--- src/rtl/nibble_frame_rx.sv ---
// rtl/nibble_frame_rx.sv - serial start/data/parity/stop deframer with valid/ready output stage
//
// Purpose: samples a serial line on bit_en strobes, assembles DATA_W-bit words (LSB first),
// checks the sender's parity bit and presents each word through a one-deep valid/ready register.
// Framing and parity errors are tallied in a saturating counter.
//
// Ports:
//   clk, rst_n           clock (rising edge), asynchronous active-low reset
//   rx_i                 serial line, idles high, asynchronous to clk
//   bit_en               one-cycle strobe at each bit-sample point
//   out_ready            downstream accepts out_data this cycle
//   clr_cnt              synchronous clear of err_cnt (wins over increment)
//   out_data/out_valid   received word and its valid flag
//   out_par_err          parity-mismatch flag travelling with out_data
//   frame_err            one-cycle pulse: stop bit sampled low
//   overrun              one-cycle pulse: completed word dropped, output slot full
//   busy                 receiver is inside a frame
//   err_cnt              saturating parity + frame error count
module nibble_frame_rx #(
  parameter int DATA_W     = 4,
  parameter int PARITY_ODD = 0,
  parameter int ERR_CNT_W  = 8
) (
  input  logic                 clk,
  input  logic                 rst_n,
  input  logic                 rx_i,
  input  logic                 bit_en,
  input  logic                 out_ready,
  input  logic                 clr_cnt,
  output logic [DATA_W-1:0]    out_data,
  output logic                 out_valid,
  output logic                 out_par_err,
  output logic                 frame_err,
  output logic                 overrun,
  output logic                 busy,
  output logic [ERR_CNT_W-1:0] err_cnt
);

  localparam int CNT_W = (DATA_W > 1) ? $clog2(DATA_W) : 1;
  localparam logic PAR_ODD = (PARITY_ODD != 0);
  localparam logic [CNT_W-1:0] LAST_BIT = CNT_W'(DATA_W - 1);

  typedef enum logic [1:0] {
    S_IDLE,
    S_DATA,
    S_PARITY,
    S_STOP
  } state_t;

  state_t               state_q, state_d;
  logic                 rx_meta_q, rx_meta_d;
  logic                 rx_s_q, rx_s_d;
  logic [CNT_W-1:0]     cnt_q, cnt_d;
  logic [DATA_W-1:0]    shift_q, shift_d;
  logic                 par_q, par_d;
  logic [DATA_W-1:0]    out_data_q, out_data_d;
  logic                 out_valid_q, out_valid_d;
  logic                 out_par_err_q, out_par_err_d;
  logic                 frame_err_q, frame_err_d;
  logic                 overrun_q, overrun_d;
  logic                 busy_q, busy_d;
  logic [ERR_CNT_W-1:0] err_cnt_q, err_cnt_d;

  logic par_bad;
  logic slot_free;
  logic err_inc;

  // Overall parity of data plus the received parity bit, compared against the selected sense.
  assign par_bad   = (^shift_q) ^ par_q ^ PAR_ODD;
  // The slot can take a new word if empty or being drained on this same edge.
  assign slot_free = ~out_valid_q | out_ready;

  always_comb begin
    rx_meta_d     = rx_i;
    rx_s_d        = rx_meta_q;
    state_d       = state_q;
    cnt_d         = cnt_q;
    shift_d       = shift_q;
    par_d         = par_q;
    out_data_d    = out_data_q;
    out_valid_d   = out_valid_q & ~out_ready;
    out_par_err_d = out_par_err_q;
    frame_err_d   = 1'b0;
    overrun_d     = 1'b0;
    err_inc       = 1'b0;

    if (bit_en) begin
      case (state_q)
        S_IDLE: begin
          if (!rx_s_q) begin
            state_d = S_DATA;
            cnt_d   = '0;
          end
        end
        S_DATA: begin
          shift_d[cnt_q] = rx_s_q;
          if (cnt_q == LAST_BIT) begin
            cnt_d   = '0;
            state_d = S_PARITY;
          end else begin
            cnt_d = cnt_q + 1'b1;
          end
        end
        S_PARITY: begin
          par_d   = rx_s_q;
          state_d = S_STOP;
        end
        S_STOP: begin
          state_d = S_IDLE;
          if (!rx_s_q) begin
            // Bad stop bit: the word is discarded and only the framing error counts.
            frame_err_d = 1'b1;
            err_inc     = 1'b1;
          end else begin
            err_inc = par_bad;
            if (slot_free) begin
              out_data_d    = shift_q;
              out_par_err_d = par_bad;
              out_valid_d   = 1'b1;
            end else begin
              overrun_d = 1'b1;
            end
          end
        end
        default: state_d = S_IDLE;
      endcase
    end

    busy_d = (state_d != S_IDLE);

    if (clr_cnt) begin
      err_cnt_d = '0;
    end else if (err_inc && (err_cnt_q != '1)) begin
      err_cnt_d = err_cnt_q + 1'b1;
    end else begin
      err_cnt_d = err_cnt_q;
    end
  end

  always_ff @(posedge clk or negedge rst_n) begin
    if (!rst_n) begin
      rx_meta_q     <= 1'b1;
      rx_s_q        <= 1'b1;
      state_q       <= S_IDLE;
      cnt_q         <= '0;
      shift_q       <= '0;
      par_q         <= 1'b0;
      out_data_q    <= '0;
      out_valid_q   <= 1'b0;
      out_par_err_q <= 1'b0;
      frame_err_q   <= 1'b0;
      overrun_q     <= 1'b0;
      busy_q        <= 1'b0;
      err_cnt_q     <= '0;
    end else begin
      rx_meta_q     <= rx_meta_d;
      rx_s_q        <= rx_s_d;
      state_q       <= state_d;
      cnt_q         <= cnt_d;
      shift_q       <= shift_d;
      par_q         <= par_d;
      out_data_q    <= out_data_d;
      out_valid_q   <= out_valid_d;
      out_par_err_q <= out_par_err_d;
      frame_err_q   <= frame_err_d;
      overrun_q     <= overrun_d;
      busy_q        <= busy_d;
      err_cnt_q     <= err_cnt_d;
    end
  end

  assign out_data    = out_data_q;
  assign out_valid   = out_valid_q;
  assign out_par_err = out_par_err_q;
  assign frame_err   = frame_err_q;
  assign overrun     = overrun_q;
  assign busy        = busy_q;
  assign err_cnt     = err_cnt_q;

endmodule
--- config.mk ---
export PLATFORM = sky130hd
export DESIGN_NAME = nibble_frame_rx
export DESIGN_NICKNAME = d
export VERILOG_FILES = /design/src/rtl/nibble_frame_rx.sv
export SDC_FILE = /design/constraint.sdc
export NUM_CORES = 1
export LEC_CHECK = 0
export ABC_AREA = 1
export CORE_MARGIN = 5
export CORE_UTILIZATION = 30
export DETAILED_ROUTE_END_ITERATION = 7
export GPL_ROUTABILITY_DRIVEN = 0
export PLACE_DENSITY_LB_ADDON = 0.15
export SKIP_CTS_REPAIR_TIMING = 1
export SYNTH_ARGS = -nofsm -noshare
export SYNTH_HDL_FRONTEND = slang
export SYNTH_SLANG_ARGS = --single-unit
--- constraint.sdc ---
create_clock -name clk -period 1.7 [get_ports clk]
set_input_delay 0.34 -clock clk [delete_from_list [all_inputs] [get_ports clk]]
set_output_delay 0.34 -clock clk [all_outputs]
set_load 0.05 [all_outputs]
After elaboration in Yosys (flattened, before gate mapping)
Index checks and enable logic that the tools add are counted.
{ "totals": {"n_memories": 0, "rom_bits": 0, "out_inout_bits": 17, "word_cells": 65, "register_bits": 28, "input_bits": 6, "latch_bits": 0, "ram_bits": 0} }
{ "classes": {"magnitude_cmp": 2, "n_addsub": 2, "bitwise_logic": 5, "n_div": 0, "n_eq_ne": 6, "n_mux": 26, "n_shift": 0, "n_reduce_logical": 11, "n_mul": 0} }
{ "op_table": {"columns": ["cell", "n"], "rows": [
  ["2-to-1 mux 8 bit", 2],
  ["2-to-1 mux 1 bit", 15],
  ["2-to-1 mux 2 bit", 5],
  ["adder 8 x 1 -> 8 bit, second input constant", 1],
  ["inequality test 8 bit, second input constant", 1],
  ["case mux 2 bit (4 select lines)", 1],
  ["equality test 2 bit, second input constant", 3],
  ["nonzero test 2 bit", 3],
  ["bitwise mux 4 bit", 1],
  ["case mux 2 bit (2 select lines)", 1],
  ["AND reduction 2 bit", 2],
  ["AND reduction 4 bit", 1],
  ["parity 4 bit", 1],
  ["< comparator 2 x 3 -> 1 bit, second input constant", 1],
  ["AND reduction 3 bit", 1],
  ["adder 2 x 1 -> 2 bit, second input constant", 1],
  ["demux 1 bit (select 2 bit)", 1],
  ["equality test 2 x 1 -> 1 bit, second input constant", 1],
  ["greater-or-equal comparator 2 x 1 -> 1 bit, second input constant", 1],
  ["logical AND 1 bit", 2],
  ["logical NOT 2 bit", 1],
  ["inequality test 2 bit, second input constant", 1],
  ["inverter 1 bit", 2],
  ["AND 1 bit", 1],
  ["2 further kinds", 2]
]} }

Logic depth before layout (Yosys ltp)
Gate-level depths: netlist of the first run.
{ "depth": {"ltp_word": 8, "ltp_mapped": 10} }

Worst setup path after synthesis of the first run
OpenSTA, ideal clock, no wires.
{ "synth_timing": {"path_type": "flip-flop to flip-flop", "start": "register err_cnt_q[0], in the netlist err_cnt[0]", "end": "register err_cnt_q[5], in the netlist err_cnt[5]", "slack_ps": 38, "stages_incl_launch_ff": 8, "setup_ps": 121, "t_arrival_ps": 1541, "path_cell_list": "dfrtp_1 ha_1 nand2_1 nor2_2 a21oi_4 nand2_4 nand3_1 nand2_1"} }
{ "synth_between": {"elab_chain_len": 3} }
{ "synth_lines": {"columns": ["element", "line_no", "source"], "rows": [
  ["start: declaration", "62", "logic [ERR_CNT_W-1:0] err_cnt_q, err_cnt_d;"],
  ["start signal: assignment", "168", "err_cnt_q <= err_cnt_d;"],
  ["adder 8 x 1 -> 8 bit / inequality test 8 bit (equally long branches)", "134, 133", null],
  ["2-to-1 mux 8 bit / logical AND 1 bit (equally long branches)", "133", "end else if (err_inc && (err_cnt_q != '1)) begin"],
  ["2-to-1 mux 8 bit / nonzero test 2 bit (equally long branches)", null, null]
]} }
Several ways; a longest one is shown, not always the timed one. The select of a mux whose other input is x is not followed.
A chain may end at the register's enable or synchronous reset.

Final worst setup path of the first run
{ "layout_timing": {"start": "register err_cnt_q[0], in the netlist err_cnt[0]", "end": "register err_cnt_q[2], in the netlist err_cnt[2]"} }
The elaborated chain is that of the path after synthesis.

==> impl_metrics.env, run 1 <==
export IMPL_worstMarginPinSlew_ns=0.369
export IMPL_core_um2=4720
export IMPL_die_h_um=79.7
export IMPL_worstSkewPairLatency_ns=0.27
export IMPL_crit_type="reg2reg"
export IMPL_synth_edf_count=0
export IMPL_overflow=0
export IMPL_yosys_top_cells_count="nand2_1 (39), dfrtp_1 (26), inv_1 (18)"
export IMPL_port_buffers=22
export IMPL_ios=23
export IMPL_maxCapViolations=0
export IMPL_synthSimpleGateAreaFrac_pct=30.6
export IMPL_ant_nets=0
export IMPL_p_leak_nw=0.942
export IMPL_rsz0062_at_grt="no"
export IMPL_critPathMaxFanout=5
export IMPL_crit_required_ns=1.91
export IMPL_worstSetupStartpointType="register"
export IMPL_dp_cells=256
export IMPL_cts_buffers=3
export IMPL_status="finished clean"
export IMPL_root_buffer="clkbuf_8"
export IMPL_rows=25
export IMPL_worst_ep_arrival_time_ns=1.66
export IMPL_detail_route_vias_per_cell=4.48
export IMPL_finalNonFillerCells=260
export IMPL_synth_cell_type_count=28
export IMPL_final_nets=205
export IMPL_place_area_um2=1810
export IMPL_initial_core_util_pct=30.9
export IMPL_track_usage_pct=9.96
export IMPL_routed_wl_um=2910
export IMPL_synth_area_per_cell_um2=9.11
export IMPL_ys_seq_elements=28
export IMPL_synthFlopType="dfrtp_1"
export IMPL_via_count=1164
export IMPL_cts_buffer_depth=2
export IMPL_synth_top_area_share_pct=44.6
export IMPL_seq_power_share_pct=39.9
export IMPL_cts_max_level=1
export IMPL_post_route_period_util_pct=85.2
export IMPL_grt_max_degree=29
export IMPL_power_per_cell_area_nw_per_um2=1320
export IMPL_antenna_found_initial=0
export IMPL_synth_compound_area_share_pct=6.61
export IMPL_clkPwrFrac_pct=16.5
export IMPL_clk_pin_slew_ns=0.09
export IMPL_remaining_drc_errors=0
export IMPL_diodes=0
export IMPL_timing_fmax_mhz=691
export IMPL_ys_seq_area_share_pct=48.2
export IMPL_synthCells=160
export IMPL_utilization_pct=39.5
export IMPL_ir_drop_mv=0.830
export IMPL_yosysMostFrequentCell="nand2_1"
export IMPL_combinationalPowerShare_pct=43.6
export IMPL_slew_violations=0
export IMPL_syn_to_final_growth_pct=28.1
export IMPL_cts_tree="built"
export IMPL_switchingPower_w=0.00103
export IMPL_hpwl_um=2260
export IMPL_syn_area_um2=1460
export IMPL_synth_area_leaders="dfrtp_1 (45%), nand2_1 (10%), inv_1 (4.6%)"
export IMPL_grt_pass1_wl_um=5090
export IMPL_cts_sinks=28
export IMPL_async_flop_share_pct=100
export IMPL_wl_per_cell_um=11.2
export IMPL_die_area_um2=6350
export IMPL_crit_path_end_kind="register"
export IMPL_netSwitchingFraction_pct=41.9
export IMPL_slew_headroom_pct=75.4
export IMPL_fin_skew_ns=0.00528
export IMPL_hold_class="reg2reg"
export IMPL_internal_power_w=0.00143
export IMPL_grt_pass1_vias=1163
export IMPL_synth_fa_ha_area_share_pct=4.29
export IMPL_min_period_ns=1.45
export IMPL_hold_ws_ns=0.362
export IMPL_drive_gt1_share_pct=28.0
export IMPL_dieWidth_um=79.7
export IMPL_synth_top_family_by_area="simple AND/OR/NAND/NOR gates"
export IMPL_synth_top_area_cell="dfrtp_1"
export IMPL_finalSetupViolCount=0
export IMPL_synthXorXnorAreaFrac_pct=2.40
export IMPL_yosysWarnings=0
export IMPL_total_power_w=0.00246
export IMPL_drt_iter0_drc=38
export IMPL_hold_viol=0
export IMPL_synthMuxAreaShare_pct=2.06
export IMPL_drt_pass1_iter_count=4
export IMPL_synth_fp_nets=171
export IMPL_fin_area_um2=1870
stage by stage:
step           worst slack (ns)  setup TNS [ns]
2_1_floorplan            0.0381               0
3_3_place_gp            0.00215               0
3_5_place_dp            -0.0386         -0.0731
4_1_cts                   0.240               0
5_1_grt                   0.127               0
6_report                  0.252               0
final timing paths:
kind	from	end	slack, ns	cells past startpoint
setup / recovery	err_cnt[0]$_DFFE_PN0P_	err_cnt[2]$_DFFE_PN0P_	0.25	7
hold / removal	rx_meta_q$_DFF_PN1_	rx_s_q$_DFF_PN1_	0.36	0
setup reg to reg	err_cnt[0]$_DFFE_PN0P_	err_cnt[2]$_DFFE_PN0P_	0.25	7
hold reg to reg	rx_meta_q$_DFF_PN1_	rx_s_q$_DFF_PN1_	0.36	0
max in group asynchronous	rst_n	rx_s_q$_DFF_PN1_	0.94	2
min in group asynchronous	rst_n	overrun$_DFF_PN0_	0.44	2
per-layer routing:
| layer | vias up | wire length, µm | GRT usage, % |
|---|---|---|---|
| met5 | - | 0 | 0 |
| met4 | 0 | 19 | 2.41 |
| met3 | 2 | 174 | 3.05 |
| met2 | 26 | 1420 | 17.4 |
| met1 | 550 | 1300 | 11.8 |
| li1 | 586 | - | - |
cells in the final DEF (no fill, tap or decap):
master / netlist / routed
dfrtp_1: 26 / 26
buf_4: 0 / 22
xor2_1: 4 / 4
nand2_2: 2 / 2
a21oi_4: 1 / 1
inv_2: 3 / 3
mux2_4: 2 / 2
clkdlybuf4s50_1: 0 / 5
nand2_1: 39 / 39
nand2_4: 3 / 3
a21o_1: 1 / 1
nor2_1: 5 / 5
ha_1: 5 / 5
or2_1: 1 / 1
o21ai_0: 8 / 8
a22oi_1: 1 / 1
o21ai_1: 2 / 2
a21oi_1: 3 / 3
buf_12: 0 / 3
nand3_2: 5 / 5
nor3_2: 1 / 1
nand3_1: 11 / 11
nand3_4: 1 / 1
nand4_1: 8 / 8
nor3_1: 2 / 2
clkbuf_8: 0 / 4
or2_2: 1 / 1
nor2_2: 3 / 3
dfstp_2: 2 / 2
nor2_4: 1 / 1
inv_1: 18 / 18
power by group through the flow:
| stage | logic, W | registers (W) | clock network [W] |
|---|---|---|---|
| 2_1_floorplan | 0.000565 | 0.00120 | 0 |
| 3_3_place_gp | 0.00107 | 0.000994 | 0 |
| 3_5_place_dp | 0.00109 | 0.000998 | 0 |
| 4_1_cts | 0.00109 | 0.000984 | 0.000425 |
| 5_1_grt | 0.00120 | 0.00101 | 0.000440 |
| 6_report | 0.00107 | 0.000982 | 0.000405 |
flip-flops by register name (all words and copies together), names as in the netlist:
signal       count
busy             1
cnt_q            2
err_cnt          8
frame_err        1
out_data         4
out_par_err      1
out_valid        1
overrun          1
par_q            1
rx_meta_q        1
rx_s_q           1
shift_q          4
state_q          2
layout make-up:
class	count	area, µm²
tap	67	83.8
multi-input combinational	110	671
inverter	21	78.8
clock buffer	4	55.1
sequential	28	703
fill	492	2860
timing repair buffer	30	275
critical path, cell delays in order (launching register included):
cell     delay [ns]
dfrtp_1        0.44
ha_1           0.25
nand2_1        0.10
nor2_2         0.07
a21oi_4        0.19
buf_4          0.17
nand4_1        0.10
nand2_1        0.08
kinds of logic after synthesis:
family | Yosys count
compound gates | 16
xor+xnor | 4
fa+ha+maj | 5
buf+inv | 22
flops | 28
mux | 2
simple gates | 83
Note: power is estimated with default switching activity, not from simulation.
==> run 2, diff against run 1 <==
--- a/config.mk
+++ b/config.mk
@@ -10,7 +10,8 @@
 export CORE_UTILIZATION = 30
 export DETAILED_ROUTE_END_ITERATION = 7
 export GPL_ROUTABILITY_DRIVEN = 0
-export PLACE_DENSITY_LB_ADDON = 0.15
+export PLACE_DENSITY = 0.47
+export SETUP_SLACK_MARGIN = 0.5
 export SKIP_CTS_REPAIR_TIMING = 1
 export SYNTH_ARGS = -nofsm -noshare
 export SYNTH_HDL_FRONTEND = slang
==> impl_metrics.env, run 2 (same netlist as run 1, synthesis figures left out) <==
export IMPL_dpl_worst_slack_ns=-0.0116
export IMPL_wl_per_cell_um=12.2
export IMPL_routed_wl_um=3360
export IMPL_final_nets=221
export IMPL_cts_buffers=3
export IMPL_cts_sinks=28
export IMPL_largest_reg_flops=8
export IMPL_rr_worst_depth=7
export IMPL_dieWidth_um=79.7
export IMPL_overflow=0
export IMPL_status="finished clean"
export IMPL_die_area_um2=6350
export IMPL_r2r_end="err_cnt[3]$_DFFE_PN0P_"
export IMPL_worstSkewPairLatency_ns=0.27
export IMPL_rsz0062_at_grt="yes"
export IMPL_ios=23
export IMPL_reg2reg_setup_slack_ns=0.30
export IMPL_final_common_cell="nand2_1"
export IMPL_diodes=0
export IMPL_root_buffer="clkbuf_8"
export IMPL_critPathMaxFanout=4
export IMPL_cts_tree="built"
export IMPL_syn_to_final_growth_pct=47.9
export IMPL_initial_core_util_pct=30.9
export IMPL_slew_headroom_pct=70.5
export IMPL_clk_pin_slew_ns=0.10
export IMPL_core_um2=4720
export IMPL_slew_violations=0
export IMPL_worstMarginPinSlew_ns=0.443
export IMPL_drt_pass1_iter_count=4
export IMPL_finalSetupViolCount=0
export IMPL_die_h_um=79.7
export IMPL_drive_gt1_share_pct=46.4
export IMPL_drt_iter0_drc=78
export IMPL_power_per_cell_area_nw_per_um2=1300
export IMPL_grt_pass1_wl_um=5290
export IMPL_rows=25
export IMPL_worstSetupStartpointType="register"
export IMPL_num_fill_cells=451
export IMPL_ir_drop_mv=0.791
export IMPL_port_buffers=22
export IMPL_crit_path_end_kind="register"
export IMPL_track_usage_pct=10.5
export IMPL_rr_startpoint="err_cnt[1]$_DFFE_PN0P_"
export IMPL_grt_pass1_vias=1120
export IMPL_timing_fmax_mhz=713
export IMPL_hpwl_um=2280
export IMPL_via_count=1226
export IMPL_cts_buffer_depth=2
export IMPL_utilization_pct=45.6
export IMPL_remaining_drc_errors=0
export IMPL_p_leak_nw=1.05
export IMPL_antenna_found_initial=0
export IMPL_fin_skew_ns=0.00147
export IMPL_fin_area_um2=2160
export IMPL_hold_ws_ns=0.364
export IMPL_crit_end="err_cnt[3]$_DFFE_PN0P_"
export IMPL_crit_type="reg2reg"
export IMPL_post_route_period_util_pct=82.5
export IMPL_maxCapViolations=0
export IMPL_cts_max_level=1
export IMPL_final_cell_mix="nand2_1 (33), buf_4 (22), dfrtp_1 (18)"
export IMPL_hold_viol=0
export IMPL_place_area_um2=1860
export IMPL_worst_ep_arrival_time_ns=1.62
export IMPL_grt_max_degree=29
export IMPL_crit_required_ns=1.91
export IMPL_detail_route_vias_per_cell=4.44
export IMPL_ant_nets=0
export IMPL_total_power_w=0.00281
export IMPL_hold_class="reg2reg"
export IMPL_min_period_ns=1.40
export IMPL_startpoint="err_cnt[1]$_DFFE_PN0P_"
export IMPL_worst_slack_ns=0.298
==> run 2: cell count changes in the layout (fill, tap and decap cells not counted), sizes merged <==
| cell | change |
|---|---|
| dlymetal6s2s | +1 |
| buf | +15 |
| clkdlybuf4s50 | -1 |
| nand3 | +1 |
==> run 2: cell type report <==
class,instances,area [µm²],area share (%)
multi-input cells,111,785,36.4
flip-flops and latches,28,713,33.1
repair buffers,45,438,20.3
well taps,67,83.8,3.89
inverters,21,81.3,3.77
clock buffers,4,55.1,2.55
==> run 2: worst min-delay path by stage <==
stage | from | endpoint | slack, ns | cells past startpoint
floorplan | rst_n | busy$_DFF_PN0_ | 0.04 | 0
global placement | rx_meta_q$_DFF_PN1_ | rx_s_q$_DFF_PN1_ | 0.35 | 0
detailed placement | rx_meta_q$_DFF_PN1_ | rx_s_q$_DFF_PN1_ | 0.35 | 0
CTS | rx_meta_q$_DFF_PN1_ | rx_s_q$_DFF_PN1_ | 0.37 | 0
global route | rx_meta_q$_DFF_PN1_ | rx_s_q$_DFF_PN1_ | 0.37 | 0
finish | rx_meta_q$_DFF_PN1_ | rx_s_q$_DFF_PN1_ | 0.36 | 0
==> run 2: metrics by stage <==
stage / std cells / TNS, ns
global route: 276 / 0
detailed placement: 258 / -0.0230
CTS: 262 / 0
finish: 276 / 0
global placement: 258 / 0
floorplan: 160 / 0
==> run 2: metal layers <==
metal | GRT usage (%) | part of all wire (%) | vias to the layer above
li1 | - | - | 619
met1 | 14.2 | 49 | 582
met2 | 16.8 | 46 | 21
met3 | 2.26 | 4.5 | 4
met4 | 3.09 | 0.80 | 0
met5 | 0 | 0 | -
==> run 2: worst max-delay path, stage by stage, from the launching register on <==
cell	delay [ns]
dfrtp_2	0.46
ha_4	0.19
nand2_4	0.07
nor2_4	0.04
a21oi_4	0.23
buf_4	0.17
nand4_1	0.09
nand2_1	0.10
==> run 2: where the power goes <==
part / leakage [nW] / internal [W] / switching (W)
Clock: 0.0288 / 0.000207 / 0.000216
Combinational: 0.674 / 0.000546 / 0.000812
Sequential: 0.350 / 0.000844 / 0.000183
Total: 1.05 / 0.00160 / 0.00121
